--- src/rtl/keypad_scanner_if.sv ---
// keypad_scanner_if
//   Groups the keypad pins and the key handshake of keypad_scanner.
//   master : the scanner (drives col_n and the key handshake outputs)
//   slave  : the board/consumer side (drives row_n and key_ack)
//   row_n     4  keypad rows, active-low, pulled up, asynchronous
//   col_n     4  column strobe, active-low one-hot
//   key_code  4  accepted key, row*4 + col
//   key_valid 1  key_code holds an unacknowledged key
//   key_ack   1  consumer acknowledge
//   key_held  1  debounced "a key is currently down"
//   overrun   1  a press was accepted while key_valid was still set
interface keypad_scanner_if;
    logic [3:0] row_n;
    logic [3:0] col_n;
    logic [3:0] key_code;
    logic       key_valid;
    logic       key_ack;
    logic       key_held;
    logic       overrun;

    modport master (
        input  row_n, key_ack,
        output col_n, key_code, key_valid, key_held, overrun
    );

    modport slave (
        output row_n, key_ack,
        input  col_n, key_code, key_valid, key_held, overrun
    );
endinterface

--- src/rtl/keypad_scanner.sv ---
// keypad_scanner
//   Scans a 4x4 active-low keypad one column at a time, debounces over whole
//   scan frames and hands out one key code per press via valid/ack.
//   clk  in  system clock
//   rst  in  asynchronous active-high reset
//   kp   keypad_scanner_if.master (row_n, col_n, key_code, key_valid,
//        key_ack, key_held, overrun)
//
// state     | meaning
// S_IDLE    | no key accepted, waiting for a single-key frame
// S_DEB     | same single key seen in cnt_q consecutive frames
// S_PRESSED | key accepted and still down
// S_RELEASE | empty frames counted in cnt_q before declaring release
module keypad_scanner #(
    parameter int SCAN_DIV = 50000,
    parameter int DEBOUNCE = 4
) (
    input  logic            clk,
    input  logic            rst,
    keypad_scanner_if.master kp
);
    localparam int         DIV_W = $clog2(SCAN_DIV);
    localparam logic [DIV_W-1:0] DWELL_TC = DIV_W'(SCAN_DIV - 1);
    localparam logic [3:0] DEB_N = 4'(DEBOUNCE);

    typedef enum logic [1:0] {S_IDLE, S_DEB, S_PRESSED, S_RELEASE} state_t;

    logic [3:0]       row_s1_q, row_s2_q;
    logic [DIV_W-1:0] dwell_q;
    logic [1:0]       col_q;
    logic [3:0]       col_n_q;
    logic [15:0]      snap_q, snap_d;
    logic             tick, frame_end;
    logic [4:0]       n_hot;
    logic [3:0]       cand;
    logic             single, none;
    state_t           state_q;
    logic [3:0]       cnt_q;
    logic [3:0]       code_q;
    logic             held_q;
    logic             accept;
    logic [3:0]       key_code_q;
    logic             key_valid_q, overrun_q;

    assign tick      = (dwell_q == DWELL_TC);
    assign frame_end = tick && (col_q == 2'd3);

    // Snapshot as it will look after this tick; at frame end this is the
    // complete frame, including the column being sampled right now.
    always_comb begin
        snap_d = snap_q;
        for (int r = 0; r < 4; r++) begin
            snap_d[{2'(r), col_q}] = ~row_s2_q[r];
        end
    end

    always_comb begin
        n_hot = '0;
        cand  = '0;
        for (int i = 0; i < 16; i++) begin
            if (snap_d[i]) begin
                n_hot = n_hot + 5'd1;
                cand  = 4'(i);
            end
        end
    end

    assign single = (n_hot == 5'd1);
    assign none   = (n_hot == 5'd0);

    assign accept = frame_end && single &&
                    ((state_q == S_IDLE && DEB_N == 4'd1) ||
                     (state_q == S_DEB && cand == code_q && cnt_q + 4'd1 == DEB_N));

    // Row synchronizer, dwell counter, column strobe and frame snapshot.
    always_ff @(posedge clk or posedge rst) begin
        if (rst) begin
            row_s1_q <= 4'hF;
            row_s2_q <= 4'hF;
            dwell_q  <= '0;
            col_q    <= 2'd0;
            col_n_q  <= 4'b1110;
            snap_q   <= '0;
        end else begin
            row_s1_q <= kp.row_n;
            row_s2_q <= row_s1_q;
            if (tick) begin
                dwell_q <= '0;
                col_q   <= col_q + 2'd1;
                col_n_q <= ~(4'b0001 << (col_q + 2'd1));
                snap_q  <= snap_d;
            end else begin
                dwell_q <= dwell_q + DIV_W'(1);
            end
        end
    end

    always_ff @(posedge clk or posedge rst) begin
        if (rst) begin
            state_q <= S_IDLE;
            cnt_q   <= '0;
            code_q  <= '0;
            held_q  <= 1'b0;
        end else if (frame_end) begin
            case (state_q)
                S_IDLE: begin
                    if (single) begin
                        code_q <= cand;
                        if (DEB_N == 4'd1) begin
                            state_q <= S_PRESSED;
                            held_q  <= 1'b1;
                        end else begin
                            state_q <= S_DEB;
                            cnt_q   <= 4'd1;
                        end
                    end
                end
                S_DEB: begin
                    if (single && cand == code_q) begin
                        if (cnt_q + 4'd1 == DEB_N) begin
                            state_q <= S_PRESSED;
                            held_q  <= 1'b1;
                        end else begin
                            cnt_q <= cnt_q + 4'd1;
                        end
                    end else begin
                        state_q <= S_IDLE;
                    end
                end
                S_PRESSED: begin
                    if (none) begin
                        if (DEB_N == 4'd1) begin
                            state_q <= S_IDLE;
                            held_q  <= 1'b0;
                        end else begin
                            state_q <= S_RELEASE;
                            cnt_q   <= 4'd1;
                        end
                    end
                end
                default: begin
                    if (none) begin
                        if (cnt_q + 4'd1 == DEB_N) begin
                            state_q <= S_IDLE;
                            held_q  <= 1'b0;
                        end else begin
                            cnt_q <= cnt_q + 4'd1;
                        end
                    end else begin
                        // Bounce during release: back to held, no new accept.
                        state_q <= S_PRESSED;
                    end
                end
            endcase
        end
    end

    // Handshake: an accept always wins over a same-cycle ack.
    always_ff @(posedge clk or posedge rst) begin
        if (rst) begin
            key_code_q  <= '0;
            key_valid_q <= 1'b0;
            overrun_q   <= 1'b0;
        end else if (accept) begin
            if (!key_valid_q) begin
                key_code_q  <= cand;
                key_valid_q <= 1'b1;
            end else if (kp.key_ack) begin
                key_code_q <= cand;
                overrun_q  <= 1'b0;
            end else begin
                overrun_q <= 1'b1;
            end
        end else if (key_valid_q && kp.key_ack) begin
            key_valid_q <= 1'b0;
            overrun_q   <= 1'b0;
        end
    end

    assign kp.col_n     = col_n_q;
    assign kp.key_code  = key_code_q;
    assign kp.key_valid = key_valid_q;
    assign kp.key_held  = held_q;
    assign kp.overrun   = overrun_q;
endmodule
--- src/flat_wrapper.sv ---
// flat-port wrapper written by rule: the top's interface ports become plain ports
module keypad_scanner_flat 
#(
    parameter int SCAN_DIV = 50000,
    parameter int DEBOUNCE = 4
)
  (clk, rst, kp_row_n, kp_key_ack, kp_col_n, kp_key_code, kp_key_valid, kp_key_held, kp_overrun);
  keypad_scanner_if kp_i ();
  input  logic clk;
  input  logic rst;
  input wire logic [$bits(kp_i.row_n)-1:0] kp_row_n;
  input wire logic [$bits(kp_i.key_ack)-1:0] kp_key_ack;
  output wire logic [$bits(kp_i.col_n)-1:0] kp_col_n;
  output wire logic [$bits(kp_i.key_code)-1:0] kp_key_code;
  output wire logic [$bits(kp_i.key_valid)-1:0] kp_key_valid;
  output wire logic [$bits(kp_i.key_held)-1:0] kp_key_held;
  output wire logic [$bits(kp_i.overrun)-1:0] kp_overrun;
  assign kp_i.row_n = kp_row_n;
  assign kp_i.key_ack = kp_key_ack;
  assign kp_col_n = kp_i.col_n;
  assign kp_key_code = kp_i.key_code;
  assign kp_key_valid = kp_i.key_valid;
  assign kp_key_held = kp_i.key_held;
  assign kp_overrun = kp_i.overrun;
  keypad_scanner #(.SCAN_DIV(SCAN_DIV), .DEBOUNCE(DEBOUNCE)) u_core (.clk(clk), .rst(rst), .kp(kp_i));
endmodule
--- config.mk ---
export PLATFORM = sky130hd
export DESIGN_NAME = keypad_scanner_flat
export DESIGN_NICKNAME = d
export VERILOG_FILES = /design/src/rtl/keypad_scanner_if.sv /design/src/rtl/keypad_scanner.sv /design/src/flat_wrapper.sv
export SDC_FILE = /design/constraint.sdc
export NUM_CORES = 1
export LEC_CHECK = 0
export CAP_MARGIN = 40
export CORE_MARGIN = 3
export CORE_UTILIZATION = 37
export CTS_BUF_LIST = sky130_fd_sc_hd__clkbuf_8
export DETAILED_ROUTE_END_ITERATION = 10
export GPL_ROUTABILITY_DRIVEN = 0
export GPL_TIMING_DRIVEN = 0
export PLACE_DENSITY_LB_ADDON = 0.15
export SYNTH_ARGS = -nofsm -noshare
export SYNTH_HDL_FRONTEND = slang
export SYNTH_SLANG_ARGS = --single-unit
--- constraint.sdc ---
create_clock -name clk -period 14.8 [get_ports clk]
set_input_delay 2.96 -clock clk [delete_from_list [all_inputs] [get_ports clk]]
set_output_delay 2.96 -clock clk [all_outputs]
set_load 0.01 [all_outputs]
==> results of run 1 <==
## routing by layer
layer / part of all wire (%) / vias up / wire, um
met2: 48 / 58 / 5230
met1: 48 / 1783 / 5180
li1: - / 1902 / -
met4: 1.4 / 0 / 154
met3: 2.5 / 14 / 271
met5: 0 / - / 0
## synthesized netlist by cell type (all sizes together) (6+ instances only)
| library cell | n |
|---|---|
| nand2 | 74 |
| dfrtp | 52 |
| nor2 | 44 |
| o21ai | 39 |
| xnor2 | 32 |
| inv | 24 |
| ha | 21 |
| nand3 | 21 |
| a21oi | 19 |
| xor2 | 16 |
| mux2 | 12 |
| xnor3 | 12 |
| and2 | 11 |
| clkbuf | 11 |
| dfstp | 11 |
| mux2i | 10 |
| nand2b | 10 |
| nor3 | 8 |
| nor3b | 7 |
| nor4 | 7 |
| a21boi | 6 |
| nand4 | 6 |
| or2 | 6 |
## power groups by stage
stage | Clock (mW) | Sequential, mW | Combinational (mW)
floorplan | 0 | 0.178 | 0.0376
finish | 0.175 | 0.175 | 0.0482
CTS | 0.182 | 0.175 | 0.0488
global route | 0.187 | 0.175 | 0.0549
detailed placement | 0 | 0.179 | 0.0484
global placement | 0 | 0.179 | 0.0468
## sequential cells by signal, indices dropped and copies added (netlist names)
name and flops:
u_core.cnt_q 4, u_core.code_q 4, u_core.col_q 2, u_core.dwell_q 16
u_core.kp.col_n 4, u_core.kp.key_code 4, u_core.kp.key_held 1, u_core.kp.key_valid 1
u_core.kp.overrun 1, u_core.row_s1_q 4, u_core.row_s2_q 4, u_core.snap_q 16
u_core.state_q 2
## worst reg2reg max path: cells and delay by family (launching register included)
kind,cells,cell delay [ps]
xor+xnor,2,460
compound gates,11,2700
mux,3,940
buf+inv,6,730
flops,1,430
fa+ha+maj,14,3830
simple gates,15,1700
## cell type report
cell class | instances | area, um2
Fill cell | 1240 | 6880
Inverter | 24 | 90.1
Timing Repair Buffer | 19 | 198
Clock inverter | 6 | 92.6
Sequential cell | 63 | 1590
Multi-Input combinational cell | 421 | 3030
Buffer | 16 | 87.6
Clock buffer | 10 | 138
Tap cell | 168 | 210
## worst max-delay path by stage
stage / end / slack (ps) / from
2_1_floorplan: u_core.cnt_q[0]$_DFFE_PP0P_ / 5000 / u_core.col_q[0]$_DFFE_PP0N_
3_3_place_gp: u_core.code_q[2]$_DFFE_PP0P_ / 4090 / u_core.col_q[0]$_DFFE_PP0N_
3_5_place_dp: u_core.code_q[3]$_DFFE_PP0P_ / 3910 / u_core.col_q[0]$_DFFE_PP0N_
4_1_cts: u_core.code_q[3]$_DFFE_PP0P_ / 3860 / u_core.col_q[0]$_DFFE_PP0N_
5_1_grt: u_core.code_q[0]$_DFFE_PP0P_ / 3080 / u_core.col_q[0]$_DFFE_PP0N_
6_report: u_core.code_q[3]$_DFFE_PP0P_ / 3850 / u_core.col_q[0]$_DFFE_PP0N_
## kinds of logic after synthesis
family / count (synthesis) / synth area share, %
simple gates: 208 / 21.2
xor+xnor: 62 / 16.4
mux: 22 / 5.30
compound gates: 107 / 14.6
flops: 63 / 33.2
buf+inv: 40 / 3.71
fa+ha+maj: 22 / 5.69
## metrics by stage
stage | instance area [um2] | hold WS, ps | util (%) | std cells
6_report | 5430 | 358 | 44.1 | 727
5_1_grt | 5430 | 366 | 44.1 | 727
3_5_place_dp | 5190 | 348 | 42.2 | 710
2_1_floorplan | 4790 | 345 | - | 524
3_3_place_gp | 5170 | 346 | 42.0 | 709
4_1_cts | 5430 | 360 | 44.1 | 726
==> results_dict.tcl, run 1 <==
set metrics [dict create \
    status "finished, final reports clean" \
    grtUsageMet3_pct 2.73 \
    clock_path_buffers 2 \
    synth_top_area_share_pct 27.1 \
    ys_types 74 \
    synthesis.nets 552 \
    p_total_mw 0.398 \
    coreArea_um2 12300 \
    syn_area_per_cell_um2 9.15 \
    gr-usage-met2_pct 27.4 \
    final_cell_mix "74 x nand2_1, 52 x dfrtp_1, 43 x nor2_1" \
    drt_iter0_markers 210 \
    finalHoldViolCount 0 \
    max_cap_viol_count 0 \
    yosys_most_used_dff "dfrtp_1" \
    grt.total_usage_pct 16.2 \
    fin_worst_skew_ps 7.79 \
    holdCritPathClass "flop to flop" \
    first_global_vias 3917 \
    top_usage_layer "met2" \
    boundaryPins 18 \
    ant_nets 0 \
    crit_family "adder cells" \
    path_max_fanout 10 \
    period_minus_slack_ps 10950 \
    grt_start_max_net_pins 38 \
    rsz0062_at_grt "no" \
    seq_area_frac_synth_pct 33.2 \
    finalMaxSlewViolations 0 \
    cp_slowest_cell "a221o_1" \
    cts_made_buffers 9 \
    overflow 0 \
    rr_worst_depth 51 \
    clock_sinks 63 \
    p_sw_mw 0.103 \
    num_antenna_cells 0 \
    cts_setup_buffers 0 \
    holdPathEnd "u_core.row_s2_q[3]$_DFF_PP1_" \
    pwr-share-seq_pct 44.0 \
    switching_share_pct 26.0 \
    crit_arrival_ps 11190 \
    start_util_pct 38.9 \
    routed_via_density 5.17 \
    antenna_found_initial 0 \
    grt_use_met1_pct 20.9 \
    cp.depth 51 \
    holdBufCountCts 0 \
    powerDensity_nw_per_um2 73.3 \
    routedWlPerCell_um 14.9 \
    ff2ff_setup_slack_ps 3850 \
    relSlewSlack_pct 46.8 \
    dpl_worst_slack_ps 3910 \
    syn_area_um2 4790 \
    cts_htree_levels 3 \
    synth_cells 524 \
    fp.dieH_um 120 \
    final-setup-viol-count 0 \
    cts_root_buf "clkbuf_8" \
    crit_path_start_kind "flop" \
    tns_ps 0 \
    drive_gt1_share_pct 13.6 \
    cpPeakStageDelay_ps 480 \
    critical_path_required_ps 15040 \
    vias 3757 \
    power_frac_clock_pct 43.9 \
    synth_warnings 0 \
    end_kind "flop" \
    ir_worst_vdd_mv 0.0370 \
    post-route-drc-count 0 \
    combPwrFrac_pct 12.1 \
    r2r-start "u_core.col_q[0]$_DFFE_PP0N_" \
    setup_ws_ps 3850 \
    cts.clk_slew.worst_paths_ps 80 \
    cp_num_buf_inv 6 \
    yosys.area.top_type "dfrtp_1" \
    final.period_utilization_pct 74.0 \
    cts.repair.resized 0 \
    r2r-end "u_core.code_q[3]$_DFFE_PP0P_" \
    rows 40 \
    timing.fmax_ghz 0.0914 \
    synth_top_cells_by_area "dfrtp_1 27%, dfstp_2 6.0%, nand2_1 5.8%, ha_1 5.5%, xnor2_1 5.5%" \
    hpwl_um 8270 \
    synth_seq_cells 63 \
    min_from "u_core.row_s1_q[3]$_DFF_PP1_" \
    worstHoldPathCells 0 \
    io_buffers 17 \
    dieArea_um2 14400 \
    final_nets 582 \
    synth-async-reset-ratio_pct 100 \
    dr.pass1.iters 4 \
    tightest_slew_ps 796 \
    critPathKind "flop to flop" \
    final_common_cell "nand2_1" \
    crit_top_cell "ha_1" \
    area_delta_synth_final_pct 13.3 \
    cts_tree "yes" \
    clkLatencyLatePin_ps 360 \
    grt_pass1_wl_um 19000 \
    drt-total-wl_um 10800 \
    power.internal_mw 0.295 \
    p_leak_nw 2.39 \
    synth_edf_count 0 \
    dieWidth_um 120 \
]
Note: power is estimated with default switching activity, not from simulation.
==> run 2: changes to the inputs <==
Clock period 14.8 ns to 10.2 ns, I/O delays scaled along.
==> run 2 against run 1 <==
  * Utilization increased by 2.9 points
  * Combinational power increased by 82%
  * Worst setup slack got worse by 3500 ps
  * Largest power group is now clock
  * Critical path depth decreased by 2
  * Highest routed layer unchanged
  * Clock power increased by 46%
  * Wire length increased by 3.3%
  * Non-clock buffer count increased by 14
==> results_dict.tcl, run 2 (same netlist as run 1, synthesis figures left out) <==
set metrics [dict create \
    relSlewSlack_pct 44.1 \
    io_buffers 17 \
    end_kind "flop" \
    crit_top_cell "ha_1" \
    ir_worst_vdd_mv 0.0550 \
    clock_path_buffers 2 \
    tightest_slew_ps 830 \
    p_leak_nw 2.49 \
    vias 3849 \
    power_frac_clock_pct 42.7 \
    switching_share_pct 26.6 \
    timing.fmax_ghz 0.102 \
    coreArea_um2 12300 \
    path_max_fanout 10 \
    power.internal_mw 0.438 \
    clock_sinks 63 \
    cts_htree_levels 3 \
    crit_path_start_kind "flop" \
    cts.clk_slew.worst_paths_ps 80 \
    grt_start_max_net_pins 38 \
    drive_gt1_share_pct 21.1 \
    finalMaxSlewViolations 0 \
    hpwl_um 8270 \
    final.period_utilization_pct 96.1 \
    period_minus_slack_ps 9800 \
    fin_worst_skew_ps 10.1 \
    dieArea_um2 14400 \
    layout.cells.non_filler 741 \
    cts_made_buffers 9 \
    setup_ws_ps 395 \
    n_fill_cell 1193 \
    dpl_worst_slack_ps -688 \
    crit_arrival_ps 10050 \
    first_global_vias 3949 \
    cts_root_buf "clkbuf_8" \
    status "finished, final reports clean" \
    final_cell_mix "71 x nand2_1, 52 x dfrtp_1, 40 x nor2_1" \
    placedCellCount 710 \
    holdCritPathClass "flop to flop" \
    fp.dieH_um 120 \
    num_antenna_cells 0 \
    overflow 0 \
    combPwrFrac_pct 14.7 \
    powerDensity_nw_per_um2 103 \
    final_nets 596 \
    cts_tree "yes" \
    critical_path_required_ps 10440 \
    dieWidth_um 120 \
    area_delta_synth_final_pct 20.8 \
    p_sw_mw 0.159 \
    final_common_cell "nand2_1" \
    boundaryPins 18 \
    ant_nets 0 \
    antenna_found_initial 0 \
    clkLatencyLatePin_ps 360 \
    finalHoldViolCount 0 \
    cpPeakStageDelay_ps 510 \
    routed_via_density 5.19 \
    post-route-drc-count 0 \
    start_util_pct 38.9 \
    largestRegisters "u_core.dwell_q x16, u_core.snap_q x16" \
    rows 40 \
    grt.total_usage_pct 16.4 \
    grt_pass1_wl_um 19200 \
    dr.pass1.iters 4 \
    max_cap_viol_count 0 \
    holdBufCountCts 0 \
    final-setup-viol-count 0 \
    pwr-share-seq_pct 42.7 \
    critPathKind "flop to flop" \
    drt_iter0_markers 195 \
    routedWlPerCell_um 15.1 \
    drt-total-wl_um 11200 \
    cp_slowest_cell "or4_1" \
]
run 2: cell types whose count changed in the layout (fill, tap and decap cells not counted), sizes merged:
| cell | before | now |
|---|---|---|
| buf | 6 | 20 |
run 2: final cells by class:
class                      count  area [um2]  area share, %
buffer                        16         101           1.75
clock buffer                  10         138           2.38
clock inverter                 6        92.6           1.60
inverter                      24        90.1           1.56
multi-input combinational    421        3270           56.4
sequential                    63        1590           27.5
tap                          168         210           3.63
timing repair buffer          33         303           5.23
run 2: repair_timing:
action	4_1_cts	5_1_grt
endpoints found under the setup margin	17	17
gates cloned	0	0
gates resized for setup	16	35
pin swaps	4	16
buffers inserted	3	11
run 2: power groups by stage:
stage	clock network (mW)	logic [mW]	registers (mW)
after floorplan	0	0.0545	0.258
after global placement	0	0.0679	0.259
after detailed placement	0	0.0702	0.259
after CTS	0.264	0.0722	0.254
after global routing	0.273	0.0978	0.255
final	0.255	0.0875	0.254
run 2: worst max-delay path, delay by kind of cell, from the launching register on:
| kind | cells | cell delay (ps) |
|---|---|---|
| AO/OA/AOI/OAI | 11 | 2240 |
| adder cells (fa/ha/maj) | 14 | 3620 |
| AND/OR/NAND/NOR | 14 | 1900 |
| multiplexers | 3 | 740 |
| buffers and inverters | 5 | 460 |
| XOR/XNOR | 2 | 330 |
| flip-flops | 1 | 390 |
run 2: layer usage:
layer  vias to the layer above  global-route usage, %  share of wire (%)
met3                        10                   2.73                1.7
met5                         -                      0                  0
li1                       1932                      -                  -
met2                        34                   28.3                 50
met1                      1873                   20.8                 47
met4                         0                   5.23                1.2
run 2: path summary, 6_finish.rpt:
check | startpoint | end | slack [ps] | depth (start not counted)
hold reg to reg | u_core.row_s1_q[3]$_DFF_PP1_ | u_core.row_s2_q[3]$_DFF_PP1_ | 360 | 0
max in group asynchronous | rst | u_core.dwell_q[6]$_DFF_PP0_ | 7400 | 3
min in group asynchronous | rst | u_core.kp.key_code[1]$_DFFE_PP0P_ | 2160 | 2
setup / recovery | u_core.col_q[0]$_DFFE_PP0N_ | u_core.cnt_q[0]$_DFFE_PP0P_ | 400 | 49
hold / removal | u_core.row_s1_q[3]$_DFF_PP1_ | u_core.row_s2_q[3]$_DFF_PP1_ | 360 | 0
setup reg to reg | u_core.col_q[0]$_DFFE_PP0N_ | u_core.cnt_q[0]$_DFFE_PP0P_ | 400 | 49
run 2: per-stage QoR:
step / setup TNS, ps / util [%] / area, um2 / hold WS [ps] / power, mW
floorplan: 0 / - / 4790 / 345 / 0.313
global placement: -6900 / 42.0 / 5170 / 346 / 0.327
detailed placement: -10100 / 42.2 / 5190 / 348 / 0.329
CTS: 0 / 44.8 / 5510 / 360 / 0.590
global route: -83.0 / 47.0 / 5790 / 366 / 0.626
finish: 0 / 47.0 / 5790 / 358 / 0.597
==> run 3: changes to the inputs <==
Settings changed: CTS_BUF_LIST sky130_fd_sc_hd__clkbuf_8 to not set, GPL_ROUTABILITY_DRIVEN 0 to not set, HOLD_SLACK_MARGIN set to 0.12.
==> run 3 against run 2 <==
  * Design area is 0.52% higher
  * Largest power group unchanged
  * Power is 13% higher
  * Critical path type unchanged
  * Highest routed layer unchanged
  * Maximum frequency is 0.31% higher
  * First-iteration DRC count is 0.51% higher
==> results_dict.tcl, run 3 (same netlist as run 1, synthesis figures left out) <==
set metrics [dict create \
    grt_pass1_wl_um 19200 \
    status "finished, final reports clean" \
    hpwl_um 8270 \
    cp_slowest_cell "or4_1" \
    first_global_vias 3972 \
    r2r-start "u_core.col_q[0]$_DFFE_PP0N_" \
    timing.fmax_ghz 0.102 \
    multi_input_area_um2 3190 \
    cts_htree_levels 3 \
    max_cap_viol_count 0 \
    crit_arrival_ps 9990 \
    final.period_utilization_pct 95.8 \
    dieWidth_um 120 \
    antenna_found_initial 0 \
    cts_root_buf "clkbuf_16" \
    path_max_fanout 10 \
    crit_path_start "u_core.col_q[0]$_DFFE_PP0N_" \
    largestRegisters "u_core.dwell_q x16, u_core.snap_q x16" \
    p_leak_nw 2.53 \
    critPathKind "flop to flop" \
    placed_area_um2 5190 \
    overflow 0 \
    coreArea_um2 12300 \
    relSlewSlack_pct 45.2 \
    post-route-drc-count 0 \
    drt_iter0_markers 196 \
    top_usage_layer "met2" \
    routed_via_density 5.20 \
    clkLatencyLatePin_ps 330 \
    end_kind "flop" \
    fp.dieH_um 120 \
    regArea_um2 1590 \
    final_area_um2 5820 \
    boundaryPins 18 \
    final-setup-viol-count 0 \
    dpl_worst_slack_ps -688 \
    drt-total-wl_um 11200 \
    start_util_pct 38.9 \
    final_common_cell "nand2_1" \
    rr_worst_depth 49 \
    min_from "u_core.row_s1_q[3]$_DFF_PP1_" \
    num_antenna_cells 0 \
    cpPeakStageDelay_ps 510 \
    cts_tree "yes" \
    critical_path_required_ps 10420 \
    holdPathEnd "u_core.row_s2_q[3]$_DFF_PP1_" \
    gr-usage-met2_pct 27.7 \
    io_buffers 17 \
    grt_start_max_net_pins 38 \
    worstHoldPathCells 0 \
    period_minus_slack_ps 9770 \
    rows 40 \
    dieArea_um2 14400 \
    grt.total_usage_pct 16.5 \
    drive_gt1_share_pct 20.2 \
    place_congestion 0.791 \
    clock_sinks 63 \
    grtUsageMet3_pct 3.39 \
    tightest_slew_ps 814 \
    grt_use_met1_pct 21.0 \
    cts_made_buffers 9 \
    crit_path_start_kind "flop" \
    setup_ws_ps 425 \
    fin_worst_skew_ps 7.61 \
    holdCritPathClass "flop to flop" \
    ff2ff_setup_slack_ps 430 \
    ir_worst_vdd_mv 0.0742 \
    area_delta_synth_final_pct 21.4 \
    vias 3859 \
    finalHoldViolCount 0 \
    dr.pass1.iters 4 \
    n_fill_cell 1199 \
    routedWlPerCell_um 15.1 \
    crit_top_cell "ha_1" \
    finalMaxSlewViolations 0 \
    cts.clk_slew.worst_paths_ps 60 \
    powerDensity_nw_per_um2 116 \
    final_nets 597 \
    r2r-end "u_core.cnt_q[0]$_DFFE_PP0P_" \
    clock_path_buffers 2 \
    final_cell_mix "72 x nand2_1, 52 x dfrtp_1, 41 x nor2_1" \
    ant_nets 0 \
]
run 3: cell count changes in the layout (fill, tap and decap cells not counted), sizes merged:
cell | previous run | this run
buf | 20 | 21
run 3: metal layers:
layer / wire (um) / part of all wire, %
met1: 5260 / 47
met2: 5420 / 48
met3: 294 / 2.6
met4: 221 / 2.0
met5: 0 / 0
run 3: layout make-up:
type,count,share of cell area [%]
well taps,168,3.61
multi-input cells,421,54.8
plain buffers,16,1.68
flip-flops and latches,63,27.3
clock inverters,6,1.59
inverters,24,1.55
repair buffers,34,5.33
clock buffers,10,4.10
run 3: stage by stage:
| step | TNS (ps) | std cells | hold WS (ps) | power (mW) | util (%) |
|---|---|---|---|---|---|
| 2_1_floorplan | 0 | 524 | 345 | 0.313 | - |
| 3_3_place_gp | -6900 | 709 | 346 | 0.327 | 42.0 |
| 3_5_place_dp | -10100 | 710 | 348 | 0.329 | 42.2 |
| 4_1_cts | 0 | 733 | 357 | 0.678 | 45.8 |
| 5_1_grt | -267 | 742 | 363 | 0.706 | 47.3 |
| 6_report | 0 | 742 | 356 | 0.675 | 47.3 |
run 3: worst max path at each step:
stage / endpoint / slack [ps] / cells past startpoint
2_1_floorplan: u_core.cnt_q[0]$_DFFE_PP0P_ / 400 / 50
3_3_place_gp: u_core.code_q[2]$_DFFE_PP0P_ / -510 / 51
3_5_place_dp: u_core.code_q[3]$_DFFE_PP0P_ / -690 / 51
4_1_cts: u_core.cnt_q[0]$_DFFE_PP0P_ / 20 / 50
5_1_grt: u_core.cnt_q[0]$_DFFE_PP0P_ / -50 / 49
6_report: u_core.cnt_q[0]$_DFFE_PP0P_ / 430 / 49
run 3: worst max-delay path, delay by kind of cell, from the launching register on:
| family | cells | cell delay, ps |
|---|---|---|
| mux | 3 | 730 |
| compound gates | 11 | 2260 |
| fa+ha+maj | 14 | 3690 |
| flops | 1 | 400 |
| simple gates | 14 | 1780 |
| xor+xnor | 2 | 330 |
| buf+inv | 5 | 450 |
run 3: report_power, final:
part	total [mW]	leakage [nW]	internal [mW]	switching, mW
registers	0.255	0.827	0.253	0.00173
clock network	0.339	0.155	0.222	0.117
logic	0.0819	1.54	0.0364	0.0455
total	0.675	2.53	0.511	0.164
run 3: what timing repair did:
action,4_1_cts,5_1_grt
pin swaps,6,10
hold endpoints to repair,0,0
gates resized for setup,15,22
setup buffers,7,8
endpoints found under the setup margin,17,17
hold buffers,0,0
